## src/rtl/mips_ctrl_pkg.sv

```systemverilog
// Shared encodings for the multicycle MIPS control path: opcodes, FSM states,
// datapath select codes and the per-state Moore control word.
package mips_ctrl_pkg;

    localparam logic [5:0] OP_R    = 6'b000000;
    localparam logic [5:0] OP_J    = 6'b000010;
    localparam logic [5:0] OP_BEQ  = 6'b000100;
    localparam logic [5:0] OP_BNE  = 6'b000101;
    localparam logic [5:0] OP_ADDI = 6'b001000;
    localparam logic [5:0] OP_SLTI = 6'b001010;
    localparam logic [5:0] OP_ANDI = 6'b001100;
    localparam logic [5:0] OP_ORI  = 6'b001101;
    localparam logic [5:0] OP_XORI = 6'b001110;
    localparam logic [5:0] OP_LW   = 6'b100011;
    localparam logic [5:0] OP_SW   = 6'b101011;

    typedef enum logic [3:0] {
        ST_FETCH, ST_DECODE, ST_MEMADR, ST_MEMRD, ST_MEMWB, ST_MEMWR, ST_EXEC,
        ST_ALUWB, ST_IEXEC, ST_IWB, ST_BRANCH, ST_JUMP, ST_ILLEGAL
    } state_e;

    typedef enum logic [2:0] {
        ALU_ADD = 3'b000, ALU_SUB = 3'b001, ALU_FUNCT = 3'b010, ALU_SLT = 3'b011,
        ALU_AND = 3'b100, ALU_OR  = 3'b101, ALU_XOR   = 3'b110
    } alu_op_e;

    typedef enum logic [1:0] {
        SRCB_REG = 2'b00, SRCB_FOUR = 2'b01, SRCB_IMM = 2'b10, SRCB_IMM_SH2 = 2'b11
    } src_b_e;

    typedef enum logic [1:0] {
        PCSRC_ALU = 2'b00, PCSRC_ALUOUT = 2'b01, PCSRC_JUMP = 2'b10
    } pc_src_e;

    typedef enum logic [2:0] {
        CLS_RTYPE, CLS_MEM, CLS_BRANCH, CLS_IMM, CLS_JUMP, CLS_BAD
    } op_class_e;

    typedef struct packed {
        logic    pc_write;
        logic    iord;
        logic    ir_write;
        logic    mem_write;
        logic    reg_write;
        logic    memto_reg;
        logic    reg_dst;
        logic    alu_src_a;
        src_b_e  alu_src_b;
        logic    imm_zext;
        alu_op_e alu_op;
        pc_src_e pc_src;
        logic    branch_beq;
        logic    branch_bne;
        logic    illegal;
    } ctrl_t;

    // Moore control word for a state; the opcode only matters in IEXEC/BRANCH.
    // FETCH strobes are left 0 here because they are gated by memory ready.
    function automatic ctrl_t state_ctrl(input state_e st, input logic [5:0] op);
        ctrl_t c;
        c = '0;
        case (st)
            ST_FETCH:  c.alu_src_b = SRCB_FOUR;
            ST_DECODE: c.alu_src_b = SRCB_IMM_SH2;
            ST_MEMADR: begin
                c.alu_src_a = 1'b1;
                c.alu_src_b = SRCB_IMM;
            end
            ST_MEMRD:  c.iord = 1'b1;
            ST_MEMWB: begin
                c.reg_write = 1'b1;
                c.memto_reg = 1'b1;
            end
            ST_MEMWR: begin
                c.iord      = 1'b1;
                c.mem_write = 1'b1;
            end
            ST_EXEC: begin
                c.alu_src_a = 1'b1;
                c.alu_op    = ALU_FUNCT;
            end
            ST_ALUWB: begin
                c.reg_write = 1'b1;
                c.reg_dst   = 1'b1;
            end
            ST_IEXEC: begin
                c.alu_src_a = 1'b1;
                c.alu_src_b = SRCB_IMM;
                case (op)
                    OP_SLTI: c.alu_op = ALU_SLT;
                    OP_ANDI: begin c.alu_op = ALU_AND; c.imm_zext = 1'b1; end
                    OP_ORI:  begin c.alu_op = ALU_OR;  c.imm_zext = 1'b1; end
                    OP_XORI: begin c.alu_op = ALU_XOR; c.imm_zext = 1'b1; end
                    default: c.alu_op = ALU_ADD;
                endcase
            end
            ST_IWB:    c.reg_write = 1'b1;
            ST_BRANCH: begin
                c.alu_src_a  = 1'b1;
                c.alu_op     = ALU_SUB;
                c.pc_src     = PCSRC_ALUOUT;
                c.branch_beq = (op == OP_BEQ);
                c.branch_bne = (op == OP_BNE);
            end
            ST_JUMP: begin
                c.pc_write = 1'b1;
                c.pc_src   = PCSRC_JUMP;
            end
            ST_ILLEGAL: c.illegal = 1'b1;
            default: c = '0;
        endcase
        return c;
    endfunction

endpackage

```

## src/rtl/mc_opcode_class.sv

```systemverilog
// Combinational opcode classifier feeding the DECODE dispatch.
module mc_opcode_class
    import mips_ctrl_pkg::*;
(
    input  logic [5:0] i_opcode,
    output op_class_e  o_class
);

    always_comb begin
        // NOTE: default assignment first so every path drives o_class and no latch is inferred.
        o_class = CLS_BAD;
        case (i_opcode)
            OP_R:                                      o_class = CLS_RTYPE;
            OP_LW, OP_SW:                              o_class = CLS_MEM;
            OP_BEQ, OP_BNE:                            o_class = CLS_BRANCH;
            OP_ADDI, OP_SLTI, OP_ANDI, OP_ORI, OP_XORI: o_class = CLS_IMM;
            OP_J:                                      o_class = CLS_JUMP;
            default:                                   o_class = CLS_BAD;
        endcase
    end

endmodule

```

## src/rtl/multicycle_control.sv

```systemverilog
// Multicycle MIPS control FSM: registered Moore control word, FETCH strobes
// gated by memory ready, all outputs forced low while reset is asserted.
module multicycle_control
    import mips_ctrl_pkg::*;
#(
    parameter int OP_W        = 6,
    parameter bit MEM_WAIT_EN = 1'b1
) (
    input  logic            i_clk,
    input  logic            i_rst,
    input  logic [OP_W-1:0] i_opcode,
    input  logic            i_mem_ready,
    output logic            o_pc_write,
    output logic            o_iord,
    output logic            o_ir_write,
    output logic            o_mem_write,
    output logic            o_reg_write,
    output logic            o_memto_reg,
    output logic            o_reg_dst,
    output logic            o_alu_src_a,
    output logic [1:0]      o_alu_src_b,
    output logic            o_imm_zext,
    output logic [2:0]      o_alu_op,
    output logic [1:0]      o_pc_src,
    output logic            o_branch_beq,
    output logic            o_branch_bne,
    output logic            o_illegal
);

    state_e    r_state;
    ctrl_t     r_ctrl;
    state_e    w_next;
    op_class_e w_class;
    ctrl_t     w_out;
    logic      w_ready;
    logic [5:0] w_op;

    assign w_op    = i_opcode[5:0];
    assign w_ready = MEM_WAIT_EN ? i_mem_ready : 1'b1;

    mc_opcode_class u_class (
        .i_opcode (w_op),
        .o_class  (w_class)
    );

    always_comb begin
        w_next = r_state;
        case (r_state)
            ST_FETCH:  if (w_ready) w_next = ST_DECODE;
            ST_DECODE: begin
                case (w_class)
                    CLS_RTYPE:  w_next = ST_EXEC;
                    CLS_MEM:    w_next = ST_MEMADR;
                    CLS_BRANCH: w_next = ST_BRANCH;
                    CLS_IMM:    w_next = ST_IEXEC;
                    CLS_JUMP:   w_next = ST_JUMP;
                    default:    w_next = ST_ILLEGAL;
                endcase
            end
            ST_MEMADR: w_next = (w_op == OP_LW) ? ST_MEMRD : ST_MEMWR;
            ST_MEMRD:  if (w_ready) w_next = ST_MEMWB;
            ST_MEMWR:  if (w_ready) w_next = ST_FETCH;
            ST_EXEC:   w_next = ST_ALUWB;
            ST_IEXEC:  w_next = ST_IWB;
            default:   w_next = ST_FETCH;
        endcase
    end

    // The control word is computed for the state being entered, so it is
    // already registered when that state becomes current.
    always_ff @(posedge i_clk) begin
        // NOTE: sequential state uses non-blocking assignments so all registers update from pre-edge values.
        if (i_rst) begin
            r_state <= ST_FETCH;
            r_ctrl  <= state_ctrl(ST_FETCH, w_op);
        end else begin
            r_state <= w_next;
            r_ctrl  <= state_ctrl(w_next, w_op);
        end
    end

    always_comb begin
        w_out = i_rst ? '0 : r_ctrl;
        if (!i_rst && r_state == ST_FETCH && w_ready) begin
            w_out.pc_write = 1'b1;
            w_out.ir_write = 1'b1;
        end
    end

    assign o_pc_write   = w_out.pc_write;
    assign o_iord       = w_out.iord;
    assign o_ir_write   = w_out.ir_write;
    assign o_mem_write  = w_out.mem_write;
    assign o_reg_write  = w_out.reg_write;
    assign o_memto_reg  = w_out.memto_reg;
    assign o_reg_dst    = w_out.reg_dst;
    assign o_alu_src_a  = w_out.alu_src_a;
    assign o_alu_src_b  = w_out.alu_src_b;
    assign o_imm_zext   = w_out.imm_zext;
    assign o_alu_op     = w_out.alu_op;
    assign o_pc_src     = w_out.pc_src;
    assign o_branch_beq = w_out.branch_beq;
    assign o_branch_bne = w_out.branch_bne;
    assign o_illegal    = w_out.illegal;

endmodule

```

## config.mk

```make
export PLATFORM = sky130hd
export DESIGN_NAME = multicycle_control
export DESIGN_NICKNAME = d
export VERILOG_FILES = /design/src/rtl/mips_ctrl_pkg.sv /design/src/rtl/mc_opcode_class.sv /design/src/rtl/multicycle_control.sv
export SDC_FILE = /design/constraint.sdc
export NUM_CORES = 1
export LEC_CHECK = 0
export CAP_MARGIN = 20
export CORE_MARGIN = 4
export CORE_UTILIZATION = 48
export DETAILED_ROUTE_END_ITERATION = 6
export PLACE_DENSITY = 0.76
export SETUP_SLACK_MARGIN = 0.1
export SLEW_MARGIN = 5
export SYNTH_ARGS = -nofsm -noshare
export SYNTH_HDL_FRONTEND = slang
export SYNTH_SLANG_ARGS = --single-unit
```

## constraint.sdc

```tcl
create_clock -name i_clk -period 2.5 [get_ports i_clk]
set_input_delay 0.5 -clock i_clk [delete_from_list [all_inputs] [get_ports i_clk]]
set_output_delay 0.5 -clock i_clk [all_outputs]
set_load 0.005 [all_outputs]
```

==> results list, run 1 <==
- Number of warning messages in the yosys log: 0
- For this design the total switching power over the nets is 0.000236 W.
- Met3 track demand over resource in global routing: between 2 and 2.5%
- For this configuration, the core starts out at a cell density of between 50% and 60%.
- The netlist uses 43 different library cells.
- The clock net in this run drives a total of 22 sinks.
- Synthesized net count: between 150 and 200
* Critical setup path kind: primary input to flip-flop
* Multi-input gate area: 664 µm²
* Largest net degree at the start of global routing: 31
- H-tree Lvls: 1
- On the final layout, the worst hold slack is 0.619 ns.
* RSZ-0062 raised after global routing: yes
- In the synthesized netlist, the number of instances is 145.
- Cell class contributing the biggest share of worst-path delay: compound AO/OA/AOI/OAI gates
- Fill cells in the final layout number 196.
- P_leak: 0.607 nW
- Worst path cell trace: clkdlybuf4s50_1 -> or4b_4 -> o311ai_1 -> a22oi_2 -> inv_1 -> nand3_1 -> a211oi_1
* Achievable clock frequency: 424 MHz
- Result of the run: finished, final reports clean
- Netlist Area Pre-Place: between 1000 and 1500 µm²
- Number of input and output port buffers inserted: 27
- Worst setup path startpoint: i_opcode[2]
- The floorplan step defined a die boundary enclosing about 3300 µm².
* Most frequent cells in the layout: clkdlybuf4s50_1 (26), dfxtp_1 (22), nor2b_1 (19)
- Global placement routability congestion: a little under 0.9
- The largest individual stage delay along the critical path comes from the cell or4b_4.
- The internal power of the cells totals 0.000577 W.
- After floorplanning, the core was sized to cover 2250 µm².
- Top_reg_cell synth: dfxtp_1
- Routed vias: 1,150
- Along the worst path, the maximum fanout reaches 7.
* Share of power burned in the clock network: 23.9%
* Launching element type of the critical path: primary input
- In this run the deepest clock path goes through 2 buffers.
* Die span in x: 57.3 µm
* Final count of negative-setup-slack endpoints: 0
- For this design the ratio of total power to cell area is just over 500 nW/µm².
- The largest single stage delay on the critical path is 0.58 ns.
- Kind of capture point of the worst setup path: flip-flop
- TritonCTS created 3 clock buffers.
- The number of antenna violations at the first check in global routing is 0.
- Worst Skew: 0.00815 ns
- R2R Path Start: r_state[2]$_SDFF_PP0_
- Number of buffers and inverters on the critical path: 2
* Worst path required time: 2.72 ns
* First-pass GRT wire length: 4720 µm
* Worst hold-check path type: flip-flop to flip-flop
- Total negative slack: 0 ns
* Post-synthesis register bit count: 22
* FFs w/ async S/R, synth: 0%
- Switch share: 29.1%
- Per-cell via count in the routed design: 5.45
- Mean post-synth cell area: 8.03 µm²
* Area grow syn2layout: 38.7%
- Final routed wire length divided by cell count: approximately 13 µm
- First drt pass iteration count: 4
- Across the VDD grid, the largest voltage drop is between 0.0003 and 0.0004 V.
* Hold-fix buffer count after cts: 0
- Most frequent standard cell in the layout excluding fill and tap cells: clkdlybuf4s50_1
* Post-layout min period: 2.36 ns
- At the end of the flow, the number of nets in the layout was 193.
- Total Routing Usage GR: 18.0%
* Most utilized layer in the global route result: met2
- Data on the critical path arrives at its endpoint at around 2.6 ns.
- Hold_sp: r_state[0]$_SDFF_PP0_
- Antenna diode instance count: 0
* Max Transition Viols Final: 0
- The share of the Yosys chip area taken by registers is approximately 38%.
- Of the total power, registers draw between 40 and 50%.
- The floorplan has 17 rows.
- 28 I/O pins were placed.
- At the later pin of the worst-skew pair, clock insertion delay measures 0.31 ns.
* Final HPWL from detailed placement: around 2100 µm
* Global-route met2 utilization: about 34%
* Vias in the first global route: 1,095
- The worst pin sits at a relative slew slack of 72.0%.
* Routed Wire Length: 2730 µm
- Final global-route overflow total: 0
- Across the whole layout, storage elements account for 440 µm².
- Clock tree from TritonCTS: built
* Clock-pin transition on the worst setup and hold timing paths: between 0.1 and 0.15 ns
- Max-cap violations in this run came to 0.
- The die is around 57 µm tall.
- The count of nets left with antenna violations once routing finished came out at 0.
- Number of enable-type register cells in the synthesized netlist: 0
* Count of unresolved DRC violations after routing: 0
* Part of the power in combinational logic: 28.8%
* Fraction of final layout cells sized beyond drive strength 1: 18.0%
- CTS placed an instance of clkbuf_4 at the clock tree root.
- Fin crit share: 94.4%
* Drt first-iter violations: 23
- For this run, the share of the core covered by cells in the final layout is 71.6%.
* Measured slew at the worst slew-check pin: 0.418 ns
* Met1 Track Usage GR: between 20% and 30%
* Count of endpoints failing hold in the final timing report: 0
==> layout make-up <==
type	instances	share of cell area, %
Sequential cell	22	27.3
Inverter	6	1.39
Timing Repair Buffer	45	25.8
Multi-Input combinational cell	106	41.1
Tap cell	28	2.17
Clock buffer	4	2.25
==> cells by family after synthesis <==
kind of cell	share of synthesized area [%]
simple gates	38.8
buf+inv	6.87
flops	37.8
xor+xnor	0.752
compound gates	15.8
==> stage by stage <==
| stage | instances | cell area [µm²] | power [W] | worst slack, ns |
|---|---|---|---|---|
| after floorplan | 145 | 1160 | 0.000516 | 0.359 |
| after global placement | 207 | 1560 | 0.000616 | -0.156 |
| after detailed placement | 207 | 1560 | 0.000621 | -0.224 |
| after CTS | 211 | 1600 | 0.000813 | 0.152 |
| after global routing | 211 | 1620 | 0.000864 | 0.0900 |
| final | 211 | 1620 | 0.000813 | 0.140 |
==> power groups by stage <==
stage	Sequential, W	Clock [W]	Combinational (W)
6_report	0.000385	0.000194	0.000234
2_1_floorplan	0.000380	0	0.000136
3_3_place_gp	0.000391	0	0.000225
3_5_place_dp	0.000392	0	0.000229
4_1_cts	0.000385	0.000196	0.000232
5_1_grt	0.000388	0.000217	0.000259
==> path summary, 6_finish.rpt <==
check	slack, ns	to	depth (start not counted)
worst max-delay path	0.14	r_ctrl[3]$_SDFF_PP0_	7
worst min-delay path	0.62	r_ctrl[13]$_SDFF_PP0_	2
worst max register to register	0.39	r_ctrl[6]$_SDFF_PP0_	6
worst min register to register	0.62	r_ctrl[13]$_SDFF_PP0_	2
==> worst min-delay path: stages, from the launching register on <==
cell and delay, ns:
dfxtp_1 0.42, nand2_1 0.12, nor3b_1 0.05
==> layer usage <==
layer	up-vias	share of wire (%)
li1	584	-
met1	535	42
met2	26	53
met3	5	3.1
met4	0	1.8
met5	-	0
==> Yosys cell counts, drive strengths merged (2+ instances only) <==
master  count  area, µm²
clkbuf      4       15.0
dfxtp      22        440
or3         2       12.5
a22oi       2       15.0
a211oi      2       15.0
o22ai       2       12.5
a31oi       5       31.3
nand2       9       33.8
buf         7       42.5
nand4b      2       17.5
or4b        3       33.8
nor3        6       35.0
nand2b      6       37.5
a21oi       5       25.0
nor4        4       25.0
nand3       4       20.0
nor2       15       56.3
nor2b      20        125
o21ai       4       23.8
inv         6       22.5
==> flip-flops by register name (all words and copies together) (netlist names) <==
name and count:
r_state 4, r_ctrl 18
==> timing repair <==
item,in CTS,in global routing
setup buffers,0,0
gates resized for setup,3,3
endpoints found under the setup margin,3,6
cloned,0,0
Note: power is estimated with default switching activity, not from simulation.
==> run 2: changes to the inputs <==
- CELL_PAD_IN_SITES_DETAIL_PLACEMENT: unset -> 0
- CELL_PAD_IN_SITES_GLOBAL_PLACEMENT: unset -> 1
- CORE_UTILIZATION: 48 -> 44
- DONT_BUFFER_PORTS: unset -> 1
- PLACE_DENSITY: 0.76 -> 0.74
==> results list, run 2 (synthesis results as in run 1) <==
- The run finished with clean final reports.
* Total clock buffers created by CTS: 3 (unchanged)
* Hold_ws: 0.248 ns (-0.371 ns)
- The maximum net fanout on the critical path came to 11 (+4).
* Kind of capture point of the worst setup path: flip-flop
* Die Y: 59.5 µm (+3.8%)
* Max-slew headroom at the worst pin: 60.1% (-12 points)
* Fin crit share: 84.7% (-9.7 points)
- The global-route total usage across every layer is 14.2% (-3.7 points).
- The latest clock arrival within the worst-skew pair was 0.30 ns (about the same).
- The number of placement rows was 18 (+1).
- Setup repair after global routing left no endpoint under its margin.
* Final count of negative-setup-slack endpoints: 0 (unchanged)
- The count of pins over their slew limit was 0 (unchanged).
- Post-CTS Setup Bufs: 0 (unchanged)
- The via count of the first global-routing pass came to 877 (-20%).
- Count of endpoints failing hold in the final timing report: 0 (unchanged)
- The wire length per cell came to 14.0 µm (+8.2%).
- Measured slew at the worst slew-check pin: 0.594 ns (+0.177 ns)
- Number of buffers between clock root and the deepest sink: 2 (unchanged)
- The first-pass GRT wire length is 3900 µm (-17%).
- Clock tree from TritonCTS: built
- The endpoint arrival time on the critical path was 2.35 ns (-0.23 ns).
* Worst Skew: 0.00834 ns (+0.000195 ns)
* Per-cell via count in the routed design: 5.83 (+6.9%)
* Total negative slack: 0 ns (unchanged)
- The setup path with the least slack is of type flip-flop to flip-flop.
* Final global-route overflow total: 0 (unchanged)
- More flip-flops sit in one register than any other, and that register is r_ctrl.
- The fraction of layout instances using a drive strength above 1 came to 9.35% (-8.7 points).
* First drt pass iteration count: 4 (unchanged)
- The required time of the worst setup path is 2.74 ns (+0.02 ns).
* Routed vias: 985 (-14%)
- Max reg flops: 18 (unchanged)
* Final-layout fill cell count: 259 (+32%)
- Final HPWL from detailed placement: 1760 µm (-17%)
* Total Die Area: 3530 µm² (+7.8%)
- The achievable clock frequency is 472 MHz (+11%).
- The number of antenna repair diodes came to 0 (unchanged).
- The I/O pin total is 28 (unchanged).
- Number of input and output port buffers inserted: 0 (-100%)
* Power density over the cells: 596 nW/µm² (+18%)
* Peak supply drop: 0.000362 V (+8.9%)
- Largest net degree at the start of global routing: 31 (unchanged)
- Most frequent standard cell in the layout excluding fill and tap cells: dfxtp_1
- The largest registers in the layout are r_ctrl: 18 flops, r_state: 4 flops.
- P_leak: 0.424 nW (-30%)
* Count of unresolved DRC violations after routing: 0 (unchanged)
- Routed Wire Length: 2370 µm (-13%)
- The clock-pin slew on the worst setup and hold paths came to 0.12 ns (about the same).
- The post-detailed-route count of antenna-violating nets is 0 (unchanged).
- The routability-driven placement congestion ratio was 0.809 (-7.2%).
* Max Cap Violations: 0 (unchanged)
- Antenna violations before repair: 0 (unchanged)
- The area of the placeable core is 2500 µm² (+11%).
- H-tree Lvls: 1 (unchanged)
- Worst hold-check path type: primary input to flip-flop
- The starting density of the core was 46.6% (-5.1 points).
- In the layout the commonest cells are dfxtp_1 (22), nor2b_1 (20), nor2_1 (15).
- The number of clock sinks is 22 (unchanged).
* Clock tree root buffer cell: clkbuf_4
- The layout net count was 149 (-23%).
- The first-iteration detailed-routing DRC count was 22 (-4.3%).
- The worst setup path is launched from a flip-flop.
- The final critical-path required period came to 2.12 ns (-0.242 ns).
* Area grow syn2layout: 2.79%
- The die outline width is 59.5 µm (+3.8%).
==> run 2: repair_timing <==
action                     CTS  global route
gates resized for setup      0             2
hold buffers                 0             0
setup endpoints to repair    0             2
==> run 2: area by class of cell <==
class / instances / area, µm² / area share, %
tap: 30 / 37.5 / 3.13
inverter: 6 / 22.5 / 1.88
timing repair buffer: 1 / 7.51 / 0.627
multi-input combinational: 106 / 653 / 54.5
sequential: 22 / 440 / 36.8
clock buffer: 4 / 36.3 / 3.03
==> run 2: final timing paths <==
kind | slack [ns] | cells after the start | startpoint | end
setup / recovery | 0.38 | 6 | r_state[2]$_SDFF_PP0_ | r_ctrl[6]$_SDFF_PP0_
hold / removal | 0.25 | 1 | i_rst | r_ctrl[10]$_SDFF_PP0_
setup reg to reg | 0.38 | 6 | r_state[2]$_SDFF_PP0_ | r_ctrl[6]$_SDFF_PP0_
hold reg to reg | 0.59 | 2 | r_state[0]$_SDFF_PP0_ | r_ctrl[13]$_SDFF_PP0_
==> run 2: metal layers <==
metal	vias up	wire length, µm	track usage, %
li1	498	-	-
met1	460	1140	18.3
met2	23	1060	22.3
met3	4	148	4.58
met4	0	21	4.85
met5	-	0	0
==> run 2: per-stage QoR <==
step	cell area, µm²	cells	power [W]	utilization [%]	setup slack, ns
after floorplan	1160	145	0.000516	-	0.359
after global placement	1150	165	0.000527	46.1	0.255
after detailed placement	1150	165	0.000529	46.1	0.291
after CTS	1190	169	0.000717	47.5	0.249
after global routing	1200	169	0.000756	47.9	0.250
final	1200	169	0.000713	47.9	0.382
==> run 2: critical path, stage by stage, from the launching register on <==
cell,delay (ns)
dfxtp_1,0.57
or3b_2,0.19
o311ai_1,0.10
a22oi_2,0.35
nand3_1,0.16
or4b_1,0.52
a21oi_1,0.14
==> run 2: power by group <==
part           total (W)  leakage, nW  switching, W  internal, W
sequential      0.000383        0.178     0.0000157     0.000368
combinational   0.000140        0.224     0.0000822    0.0000581
clock           0.000189       0.0210      0.000100    0.0000888
total           0.000713        0.424      0.000198     0.000515
==> run 3: changes to the inputs <==
- CORE_UTILIZATION: 44 -> 40
- PLACE_DENSITY: 0.74 -> 0.71
- clock period: 2.5 -> 1.9 ns (I/O delays scaled with it)
==> results list, run 3 (synthesis results as in run 1) <==
- Launching element type of the critical path: flip-flop
* Final routed wire length divided by cell count: 13.5 µm (-4.1%)
* First-pass GRT wire length: 4220 µm (+8.1%)
- The vias per cell was 5.58 (-4.3%).
- First drt pass iteration count: 4 (unchanged)
* Hold-fix buffer count after cts: 0 (unchanged)
* P_leak: 0.541 nW (+28%)
- TritonCTS built the clock tree.
- Register-to-register setup slack: 0.17 ns (-0.21 ns)
- Most frequent cells in the layout: nor2b_1 (20), dfxtp_1 (19), buf_4 (17)
* Critical setup path kind: flip-flop to output pin
- In the final layout, the registers with the most flip-flops are r_ctrl: 18 flops, r_state: 4 flops.
- The logic depth of the worst register-to-register path was 6 (unchanged).
- Worst hold-check path type: primary input to flip-flop
- The post-detailed-route count of antenna-violating nets was 0 (unchanged).
- Reg-to-reg critical path endpoint: r_ctrl[6]$_SDFF_PP0_
- The maximum vdd ir drop came to 0.000749 V (+110%).
- The area of the die came to 3840 µm² (+8.6%).
* Layout Cells excl Fill: 188 (+11%)
* Clock tree root buffer cell: clkbuf_4
- Final global-route overflow total: 0 (unchanged)
- Most frequent standard cell in the layout excluding fill and tap cells: nor2b_1
- The endpoint arrival time on the critical path was 1.36 ns (-0.99 ns).
- Measured slew at the worst slew-check pin: 0.388 ns (-0.206 ns)
- H-tree Lvls: 1 (unchanged)
* Count of endpoints failing hold in the final timing report: 0 (unchanged)
* Total clock buffers created by CTS: 3 (unchanged)
- Largest register by flop count: r_ctrl
* Fraction of final layout cells sized beyond drive strength 1: 28.7% (+19 points)
- Max Cap Violations: 0 (unchanged)
- The power density normalized to cell area is 789 nW/µm² (+32%).
* Drt first-iter violations: 39 (+77%)
- Die span in x: 62.0 µm (+4.2%)
* Clk_lat worst skew: 0.31 ns (about the same)
* Setup WS pre-CTS: -0.0718 ns (-0.363 ns)
- The worst clock skew came to 0.0104 ns (+0.00208 ns).
- The placed instance count is 183 (+11%).
- The remaining max-slew budget at the tightest pin came to 74.0% (+14 points).
* Vias in the first global route: 943 (+7.5%)
* Worst path cell trace: buf_4 -> nor3_1 -> nand2_1 -> a21oi_1
- Largest net degree at the start of global routing: 31 (unchanged)
- Area grow syn2layout: 23.3%
- R2R Path Start: r_state[0]$_SDFF_PP0_
* CP Capture Point: o_pc_write
- Global placement routability congestion: 0.849 (+5.0%)
* Crit path max-delay cell type: dfxtp_1
- Maximum fanout along the worst path: 4 (-7)
- Static timing analysis puts the maximum clock frequency at between 500 and 600 MHz.
- Number of nets in the finished design: 167 (+12%)
- Number of buffers between clock root and the deepest sink: 2 (unchanged)
- Initial Util: 41.9% (-4.7 points)
- Routed vias: 1,049 (+6.5%)
* Post-layout min period: 1.74 ns
* Result of the run: finished, final reports clean
* Total negative slack: 0 ns (unchanged)
* Total Routing Usage GR: 14.6% (+0.37 points)
- Kind of capture point of the worst setup path: output pin
- Die Y: 62.0 µm (+4.2%)
- Fin crit share: around 91%
- RSZ-0062 raised after global routing: yes
- Final worst setup slack: 0.164 ns (-0.218 ns)
* Worst setup path startpoint: r_state[3]$_SDFF_PP0_
- Final count of negative-setup-slack endpoints: 0 (unchanged)
- The fill cell instance count of the final layout is 271 (+4.6%).
- The area of the placeable core was 2780 µm² (+11%).
* Clock-pin transition on the worst setup and hold timing paths: 0.12 ns (about the same)
- The count of pins over their slew limit came to 0 (unchanged).
* Critical path's largest stage delay: 0.37 ns (-0.20 ns)
* Number of input and output port buffers inserted: 0 (unchanged)
- Routed Wire Length: 2530 µm (+6.7%)
- The number of placement rows was 19 (+1).
- The power consumption is 0.00113 W (+59%).
- Worst path required time: 1.52 ns (-1.22 ns)
- Final HPWL from detailed placement: 1940 µm (+9.9%)
- The I/O pin total came to 28 (unchanged).
- Max reg flops: 18 (unchanged)
- Hold_ws: 0.125 ns (-0.123 ns)
- Sink Count: 22 (unchanged)
* Count of unresolved DRC violations after routing: 0 (unchanged)
* Antenna violations before repair: 0 (unchanged)
- Antenna diode instance count: 0 (unchanged)
## run 3: worst max-delay path: cells and delay by family, from the launching register on
family	cells	cell delay [ns]
buffers and inverters	1	0.16
flip-flops	1	0.37
AO/OA/AOI/OAI	1	0.21
AND/OR/NAND/NOR	2	0.31
## run 3: power breakdown
part / total [W] / internal [W] / leakage [nW] / switching, W
Combinational: 0.000285 / 0.000143 / 0.333 / 0.000142
Clock: 0.000348 / 0.000213 / 0.0279 / 0.000134
Sequential: 0.000501 / 0.000485 / 0.180 / 0.0000155
Total: 0.00113 / 0.000842 / 0.541 / 0.000292
## run 3: metrics by stage
stage / cell area (µm²) / util, %
detailed placement: 1310 / 47.2
floorplan: 1190 / -
finish: 1440 / 51.6
global route: 1440 / 51.6
global placement: 1310 / 47.2
CTS: 1380 / 49.8
## run 3: worst min-delay path by stage
stage | start | endpoint | cells after the start
finish | i_rst | r_state[2]$_SDFF_PP0_ | 1
global route | i_rst | r_ctrl[10]$_SDFF_PP0_ | 1
CTS | i_rst | r_ctrl[14]$_SDFF_PP0_ | 1
detailed placement | i_rst | r_ctrl[14]$_SDFF_PP0_ | 1
global placement | i_rst | r_ctrl[10]$_SDFF_PP0_ | 1
floorplan | r_state[3]$_SDFF_PP0_ | r_ctrl[3]$_SDFF_PP0_ | 2
## run 3: per-layer routing
layer  vias up  GRT usage (%)  wire [µm]
li1        536              -          -
met1       478           20.3       1190
met2        31           21.3       1160
met3         4           4.96        160
met4         0           4.55         21
met5         -              0          0
## run 3: area by class of cell
class | instances | area [µm²] | share of cell area [%]
Timing Repair Buffer | 19 | 159 | 11.1
Sequential cell | 22 | 447 | 31.1
Multi-Input combinational cell | 106 | 717 | 49.9
Clock inverter | 1 | 30.0 | 2.09
Clock buffer | 3 | 22.5 | 1.57
Tap cell | 31 | 38.8 | 2.70
Inverter | 6 | 22.5 | 1.57
## run 3: repair_timing
action | in CTS | in global routing
setup endpoints to repair | 8 | 10
setup buffers | 1 | 0
pin swaps | 1 | 3
gates resized for setup | 4 | 13
